--- src/rtl/jtsdram_pkg.sv ---
`default_nettype none
// ============================================================================
// Module   : jtsdram_pkg
// Purpose  : Shared definitions for the SDRAM test game traffic generators:
//            address-derived data pattern, LFSR taps, FSM encoding, timeout.
// Revision : 1.0  initial release
// ============================================================================
package jtsdram_pkg;

  // Galois feedback mask for x^22 + x^21 + 1 (right-shifting form)
  localparam logic [21:0] c_lfsr_tap = 22'h300000;

  // Default request-to-data timeout, in clock cycles
  localparam logic [9:0]  c_tout_def = 10'd1023;

  // Read-side FSM encoding
  typedef enum logic [1:0] {
    ST_IDLE  = 2'd0,
    ST_REQ   = 2'd1,
    ST_WAIT  = 2'd2,
    ST_CHECK = 2'd3
  } state_t;

  // Word written at address addr of bank ba during download
  function automatic logic [15:0] exp_word(input logic [21:0] addr, input logic [1:0] ba);
    exp_word = addr[15:0] ^ {10'd0, addr[21:16]} ^ {ba, 14'd0};
  endfunction

endpackage
`default_nettype wire

--- src/rtl/jtsdram_lfsr22.sv ---
`default_nettype none
// ============================================================================
// Module   : jtsdram_lfsr22
// Purpose  : Seedable 22-bit Galois LFSR (x^22 + x^21 + 1) with advance
//            enable. Shared by the read and write generators so both walk the
//            same address stream.
// Revision : 1.0  initial release
// ============================================================================
module jtsdram_lfsr22
  import jtsdram_pkg::*;
#(
  parameter logic [21:0] SEED = 22'h3A5C1
) (
  input  logic        clk,
  input  logic        rst,
  input  logic        i_adv,
  output logic [21:0] o_q,
  output logic [21:0] o_nxt
);

  // Value the register will hold after the coming edge
  always_comb begin
    o_nxt = o_q;
    if (i_adv) begin
      o_nxt = {1'b0, o_q[21:1]} ^ (o_q[0] ? c_lfsr_tap : 22'd0);
    end
  end

  // State register; seed must be non-zero or the sequence locks up
  always_ff @(posedge clk or posedge rst) begin
    if (rst) begin
      o_q <= SEED;
    end else begin
      o_q <= o_nxt;
    end
  end

endmodule
`default_nettype wire

--- src/rtl/jtsdram_bank_rd.sv ---
`default_nettype none
// ============================================================================
// Module   : jtsdram_bank_rd
// Purpose  : Per-bank read traffic generator and checker. Issues pseudo-random
//            32-bit reads, compares both returned words against the download
//            pattern, and keeps a sticky bad flag plus read/error counters.
// Revision : 1.0  initial release
// ============================================================================
module jtsdram_bank_rd
  import jtsdram_pkg::*;
#(
  parameter logic [1:0]  BA   = 2'd1,
  parameter int          AW   = 22,
  parameter logic [21:0] SEED = 22'h3A5C1,
  parameter logic [9:0]  TOUT = c_tout_def
) (
  input  logic        clk,
  input  logic        rst,
  input  logic        enable,
  input  logic        clr,
  output logic [21:0] ba_addr,
  output logic        ba_rd,
  input  logic        ba_ack,
  input  logic        ba_rdy,
  input  logic [31:0] data_read,
  output logic        busy,
  output logic        bad,
  output logic [7:0]  err_cnt,
  output logic [15:0] rd_cnt
);

  // Word-aligned address window [0, 2^AW-2]
  localparam logic [21:0] c_addr_mask = (AW >= 22) ? 22'h3FFFFE :
                                        (((22'd1 << AW) - 22'd1) & 22'h3FFFFE);

  state_t      r_state;
  state_t      w_state_nxt;
  logic [9:0]  r_tout;
  logic [31:0] r_data;
  logic [21:0] w_lfsr_q;
  logic [21:0] w_lfsr_nxt;
  logic [21:0] w_addr_src;
  logic        w_adv;
  logic        w_capture;
  logic        w_timeout;
  logic        w_tout_hit;
  logic        w_load_addr;
  logic        w_mismatch;
  logic        w_err;

  jtsdram_lfsr22 #(
    .SEED (SEED)
  ) u_lfsr (
    .clk   (clk),
    .rst   (rst),
    .i_adv (w_adv),
    .o_q   (w_lfsr_q),
    .o_nxt (w_lfsr_nxt)
  );

  // Request and busy come straight from the state register so an async reset
  // drops ba_rd at once and nothing combinational links ba_rdy to ba_rd.
  assign ba_rd      = (r_state == ST_REQ);
  assign busy       = (r_state == ST_REQ) || (r_state == ST_WAIT);
  assign w_tout_hit = (r_tout == TOUT);

  // A new address is latched whenever REQ is entered from elsewhere; after
  // CHECK the LFSR is stepping on the same edge, so take its next value.
  assign w_load_addr = (w_state_nxt == ST_REQ) && (r_state != ST_REQ);
  assign w_addr_src  = (r_state == ST_CHECK) ? w_lfsr_nxt : w_lfsr_q;

  // The read always covers A (even) and A+1
  assign w_mismatch = (r_data[15:0]  != exp_word(ba_addr, BA)) ||
                      (r_data[31:16] != exp_word(ba_addr + 22'd1, BA));
  assign w_err      = w_timeout || ((r_state == ST_CHECK) && w_mismatch);

  // FSM state register
  always_ff @(posedge clk or posedge rst) begin
    if (rst) begin
      r_state <= ST_IDLE;
    end else begin
      r_state <= w_state_nxt;
    end
  end

  // Next-state logic; a same-cycle ack+rdy completes the read, otherwise
  // timeout is taken before a late ack so the counter never runs past TOUT.
  always_comb begin
    w_state_nxt = r_state;
    w_capture   = 1'b0;
    w_timeout   = 1'b0;
    w_adv       = 1'b0;
    case (r_state)
      ST_IDLE: begin
        if (enable) begin
          w_state_nxt = ST_REQ;
        end
      end
      ST_REQ: begin
        if (ba_ack && ba_rdy) begin
          w_capture   = 1'b1;
          w_state_nxt = ST_CHECK;
        end else if (w_tout_hit) begin
          w_timeout   = 1'b1;
          w_adv       = 1'b1;
          w_state_nxt = ST_IDLE;
        end else if (ba_ack) begin
          w_state_nxt = ST_WAIT;
        end
      end
      ST_WAIT: begin
        if (ba_rdy) begin
          w_capture   = 1'b1;
          w_state_nxt = ST_CHECK;
        end else if (w_tout_hit) begin
          w_timeout   = 1'b1;
          w_adv       = 1'b1;
          w_state_nxt = ST_IDLE;
        end
      end
      ST_CHECK: begin
        w_adv       = 1'b1;
        w_state_nxt = enable ? ST_REQ : ST_IDLE;
      end
      default: begin
        w_state_nxt = ST_IDLE;
      end
    endcase
  end

  // Address register and returned-data capture
  always_ff @(posedge clk or posedge rst) begin
    if (rst) begin
      ba_addr <= 22'd0;
      r_data  <= 32'd0;
    end else begin
      if (w_load_addr) begin
        ba_addr <= w_addr_src & c_addr_mask;
      end
      if (w_capture) begin
        r_data <= data_read;
      end
    end
  end

  // Timeout counter: cleared on REQ entry, counts through REQ and WAIT
  always_ff @(posedge clk or posedge rst) begin
    if (rst) begin
      r_tout <= 10'd0;
    end else if (w_load_addr) begin
      r_tout <= 10'd0;
    end else if (busy && !w_tout_hit) begin
      r_tout <= r_tout + 10'd1;
    end
  end

  // Statistics; clr has priority and swallows any same-cycle event
  always_ff @(posedge clk or posedge rst) begin
    if (rst) begin
      bad     <= 1'b0;
      err_cnt <= 8'd0;
      rd_cnt  <= 16'd0;
    end else if (clr) begin
      bad     <= 1'b0;
      err_cnt <= 8'd0;
      rd_cnt  <= 16'd0;
    end else begin
      if (w_err) begin
        bad <= 1'b1;
        if (err_cnt != 8'hFF) begin
          err_cnt <= err_cnt + 8'd1;
        end
      end
      if (r_state == ST_CHECK) begin
        rd_cnt <= rd_cnt + 16'd1;
      end
    end
  end

endmodule
`default_nettype wire
--- config.mk ---
export PLATFORM = sky130hd
export DESIGN_NAME = jtsdram_bank_rd
export DESIGN_NICKNAME = d
export VERILOG_FILES = /design/src/rtl/jtsdram_pkg.sv /design/src/rtl/jtsdram_lfsr22.sv /design/src/rtl/jtsdram_bank_rd.sv
export SDC_FILE = /design/constraint.sdc
export NUM_CORES = 1
export LEC_CHECK = 0
export ABC_CLOCK_PERIOD_IN_PS = 3200
export BUFFER_PORTS_ARGS = -buffer_cell sky130_fd_sc_hd__clkbuf_2
export CAP_MARGIN = 25
export CORE_UTILIZATION = 51
export DETAILED_ROUTE_END_ITERATION = 16
export GPL_TIMING_DRIVEN = 0
export PLACE_DENSITY = 0.8
export REMOVE_ABC_BUFFERS = 1
export SYNTH_ARGS = -nofsm -noshare
export SYNTH_HDL_FRONTEND = slang
export SYNTH_SLANG_ARGS = --single-unit
--- constraint.sdc ---
create_clock -name clk -period 3.2 [get_ports clk]
set_clock_uncertainty 0.15 [all_clocks]
set_input_delay 0.16 -clock clk [delete_from_list [all_inputs] [get_ports clk]]
set_output_delay 0.16 -clock clk [all_outputs]
set_load 0.05 [all_outputs]
==> impl_metrics.ini <==
[clock_network]
cts_root_buffer = clkbuf_8
clkSinkCount = 112
numCtsBuffers = 9
cts_resized = 0
cts_tree = done
clock_path_buffers = 2
htree_levels = 3
clk_pin_slew_worst_paths_ps = 110
clock_latency_ps = 380

[logic_synthesis]
netlist_instances = 462
synth_compound_area_frac = 0.0581
synth-simple-area-share = 0.117
synth_cell_types = 45
synthArstFlopShare = 1.00
synth_adder_area_share = 0.0159
synth.avg_cell_area_um2 = 11.9
synth_xor_area_frac = 0.0651
synth.mux.area_fraction = 0.209
synth_edf_count = 0
synth_top_cell_by_area = dfrtp_1
netlist_area_um2 = 5510
synth_ff_type = dfrtp_1
synthTopCellsByArea = dfrtp_1 (47%), mux2_2 (20%), dfstp_2 (4.3%)
yosys.area.top_type_share = 0.468
synth_top_family_by_area = multiplexers
synth_warnings = 0
ys_seq_area_frac = 0.510
ys_ff_latch = 112

[floorplan]
die_w_um = 106
die_area_um2 = 11200
rows = 37
die-height_um = 106
io_pins = 87
core-area_um2 = 10400
start_util = 0.529

[drt]
vias = 4032
wire_per_inst_um = 15.9
ant_nets = 0
drt_pass1_iterations = 4
drtIter0Drc = 186
drc = 0
routed_wl_um = 11600
avgViaCountPerCell = 5.55

[worst_setup_path]
regToRegStartpoint = r_state[1]
crit_slowest_cell = o211ai_1
r2r_cells = 8
cpPeakStageDelay_ps = 490
path_buf_inv = 4
r2r_slack_ps = 400
cp.required_ps = 3310
cpMostUsedCell = buf_4
path_cells = inv_1 > ha_1 > and2_1 > o211ai_1 > buf_6 > buf_4 > buf_4 > mux2_2
crit_type = reg -> reg
cp.arrival_ps = 2910
cp-end-kind = flip-flop
reg2reg_to = r_data[24]
start_kind = flip-flop
path_max_fanout = 11
worstSetupStartpoint = r_state[1]
crit_family = buffers and inverters

[power_and_ir_drop]
p_comb_frac = 0.408
p_seq_frac = 0.419
power_density_nw_per_um2 = 737
p_switching_mw = 1.87
pwr-share-clk = 0.174
intPower_mw = 3.04
ir_drop_uv = 538
p_leak_nw = 3.14
swShare = 0.382

[min_path]
hold_depth = 4
min_from = ba_rdy
holdPathEnd = r_state[0]
hold_class = in -> reg

[global_routing]
grt_antenna_before_repair = 0
grt_start_max_net_pins = 70
grt_pass1_vias = 4192
grt_overflow = 0
track_usage = 0.222
grt_pass1_wl_um = 19700

[timing]
hold_viol = 0
relSlewSlack = 0.390
finalSetupTns_ps = 0
holdWs_ps = 132
final.period_utilization = 0.874
rsz0062_at_grt = no
max_freq_ghz = 0.357
setup_viol = 0
worst_slew_pin_slew_ps = 913
fin_ws_ps = 402
min_period_ps = 2800
drv_slew = 0

[finish]
insertedDiodeCount = 0
final_nets = 630
seq_area_um2 = 2810
layout-drive-gt1-share = 0.383
multi_input_area_um2 = 2570
fill_cells = 826
syn2layout_area_growth_pct = 20.9
fin_util = 0.640

[job]
cap_violations = 0

[placement]
hpwl_um = 8150
portBuffers = 85
routabilityCongestion = 0.832
preCtsSetupSlack_ps = 43.5

[outcome]
status = complete, no violations
## metal layers
metal,global-route usage,share of wire
met4,0.0903,0.023
met2,0.392,0.51
met5,0,0
met1,0.269,0.42
met3,0.0380,0.044
## logic make-up after synthesis
group,count (synthesis)
xor gates and xnor gates,41
buffers and inverters,27
other,1
and+or+nand+nor,124
muxes,103
DFF,112
adders and majority gates,7
AOI/OAI and AO/OA,47
## flip-flops by register name (all words and copies together), names as in the netlist, named ones only
signal	count
ba_addr	21
r_data	32
rd_cnt	16
r_state	2
u_lfsr.o_q	21
r_tout	10
err_cnt	8
bad	1
## synth_stat cells, types with 2 or more instances
master      n
nor2b_1     3
and4_1      3
mux2i_1     5
xnor2_1    18
dfrtp_1   103
clkbuf_1    8
buf_4       3
nand3_1    17
nand4_1    11
mux2_2     98
or2_2       4
a211oi_1    6
o21ai_0    12
a21oi_1    11
o31ai_1     2
nor4_1      6
o211ai_1    2
nor2_1     37
o21a_1      2
xor2_1     23
or3_1       8
nand2_1    19
or4_1       2
and3_1      8
buf_2       2
a222oi_1    2
o22ai_1     2
inv_1      11
a21o_1      2
nor3_1      2
ha_1        7
dfstp_2     9
buf_6       2
## metrics by stage
step	area [um^2]	std cells	total power [mW]
final	6670	726	4.91
after global routing	6670	726	5.20
after CTS	6640	723	4.89
after detailed placement	6110	673	4.00
after global placement	6020	667	3.85
after floorplan	5420	446	3.49
## how the worst max path moves through the flow
stage          cells after the start  slack (ps)           to
2_1_floorplan                      5        -220    r_data[0]
3_3_place_gp                       2       -1100   r_data[21]
3_5_place_dp                       9          40   ba_addr[1]
4_1_cts                            9          30  ba_addr[17]
5_1_grt                            8         240   r_data[24]
6_report                           8         400   r_data[24]
## cell type report
cell class,count,area share
sequential,112,0.422
multi-input combinational,323,0.386
timing repair buffer,128,0.131
clock buffer,10,0.0191
inverter,11,0.00657
tap,136,0.0255
clock inverter,6,0.0101
## worst register-to-register path: stages (launching register included)
cell,delay (ps)
dfrtp_1,460
inv_1,100
ha_1,250
and2_1,210
o211ai_1,490
buf_6,240
buf_4,220
buf_4,220
mux2_2,360
## layout by cell type (no fill, tap or decap), types with 4 or more instances in the layout
| master | count |
|---|---|
| buf_4 | 5 |
| o21ai_0 | 12 |
| dfstp_2 | 9 |
| nand4_1 | 11 |
| and3_1 | 8 |
| mux2_2 | 98 |
| dfrtp_1 | 103 |
| clkbuf_2 | 85 |
| ha_1 | 7 |
| nor4_1 | 6 |
| clkbuf_8 | 9 |
| xnor2_1 | 18 |
| nand2_1 | 19 |
| dlygate4sd3_1 | 34 |
| nor2_1 | 36 |
| mux2i_1 | 5 |
| a21oi_1 | 11 |
| or2_2 | 4 |
| xor2_1 | 23 |
| nand3_1 | 17 |
| a211oi_1 | 6 |
| or3_1 | 8 |
| inv_1 | 10 |
## power by group through the flow
stage | logic [mW] | clock network (mW) | registers [mW]
after global routing | 2.17 | 0.930 | 2.11
after detailed placement | 1.93 | 0 | 2.08
after floorplan | 1.29 | 0 | 2.20
after global placement | 1.79 | 0 | 2.05
after CTS | 1.96 | 0.869 | 2.05
final | 2.00 | 0.853 | 2.06
## repair_timing
action / in CTS / in global routing
setup endpoints to repair: 0 / 10
buffers inserted: 0 / 3
endpoints found under the hold margin: 71 / 0
hold buffers: 34 / 0
Power figures use the tool's default switching activity.
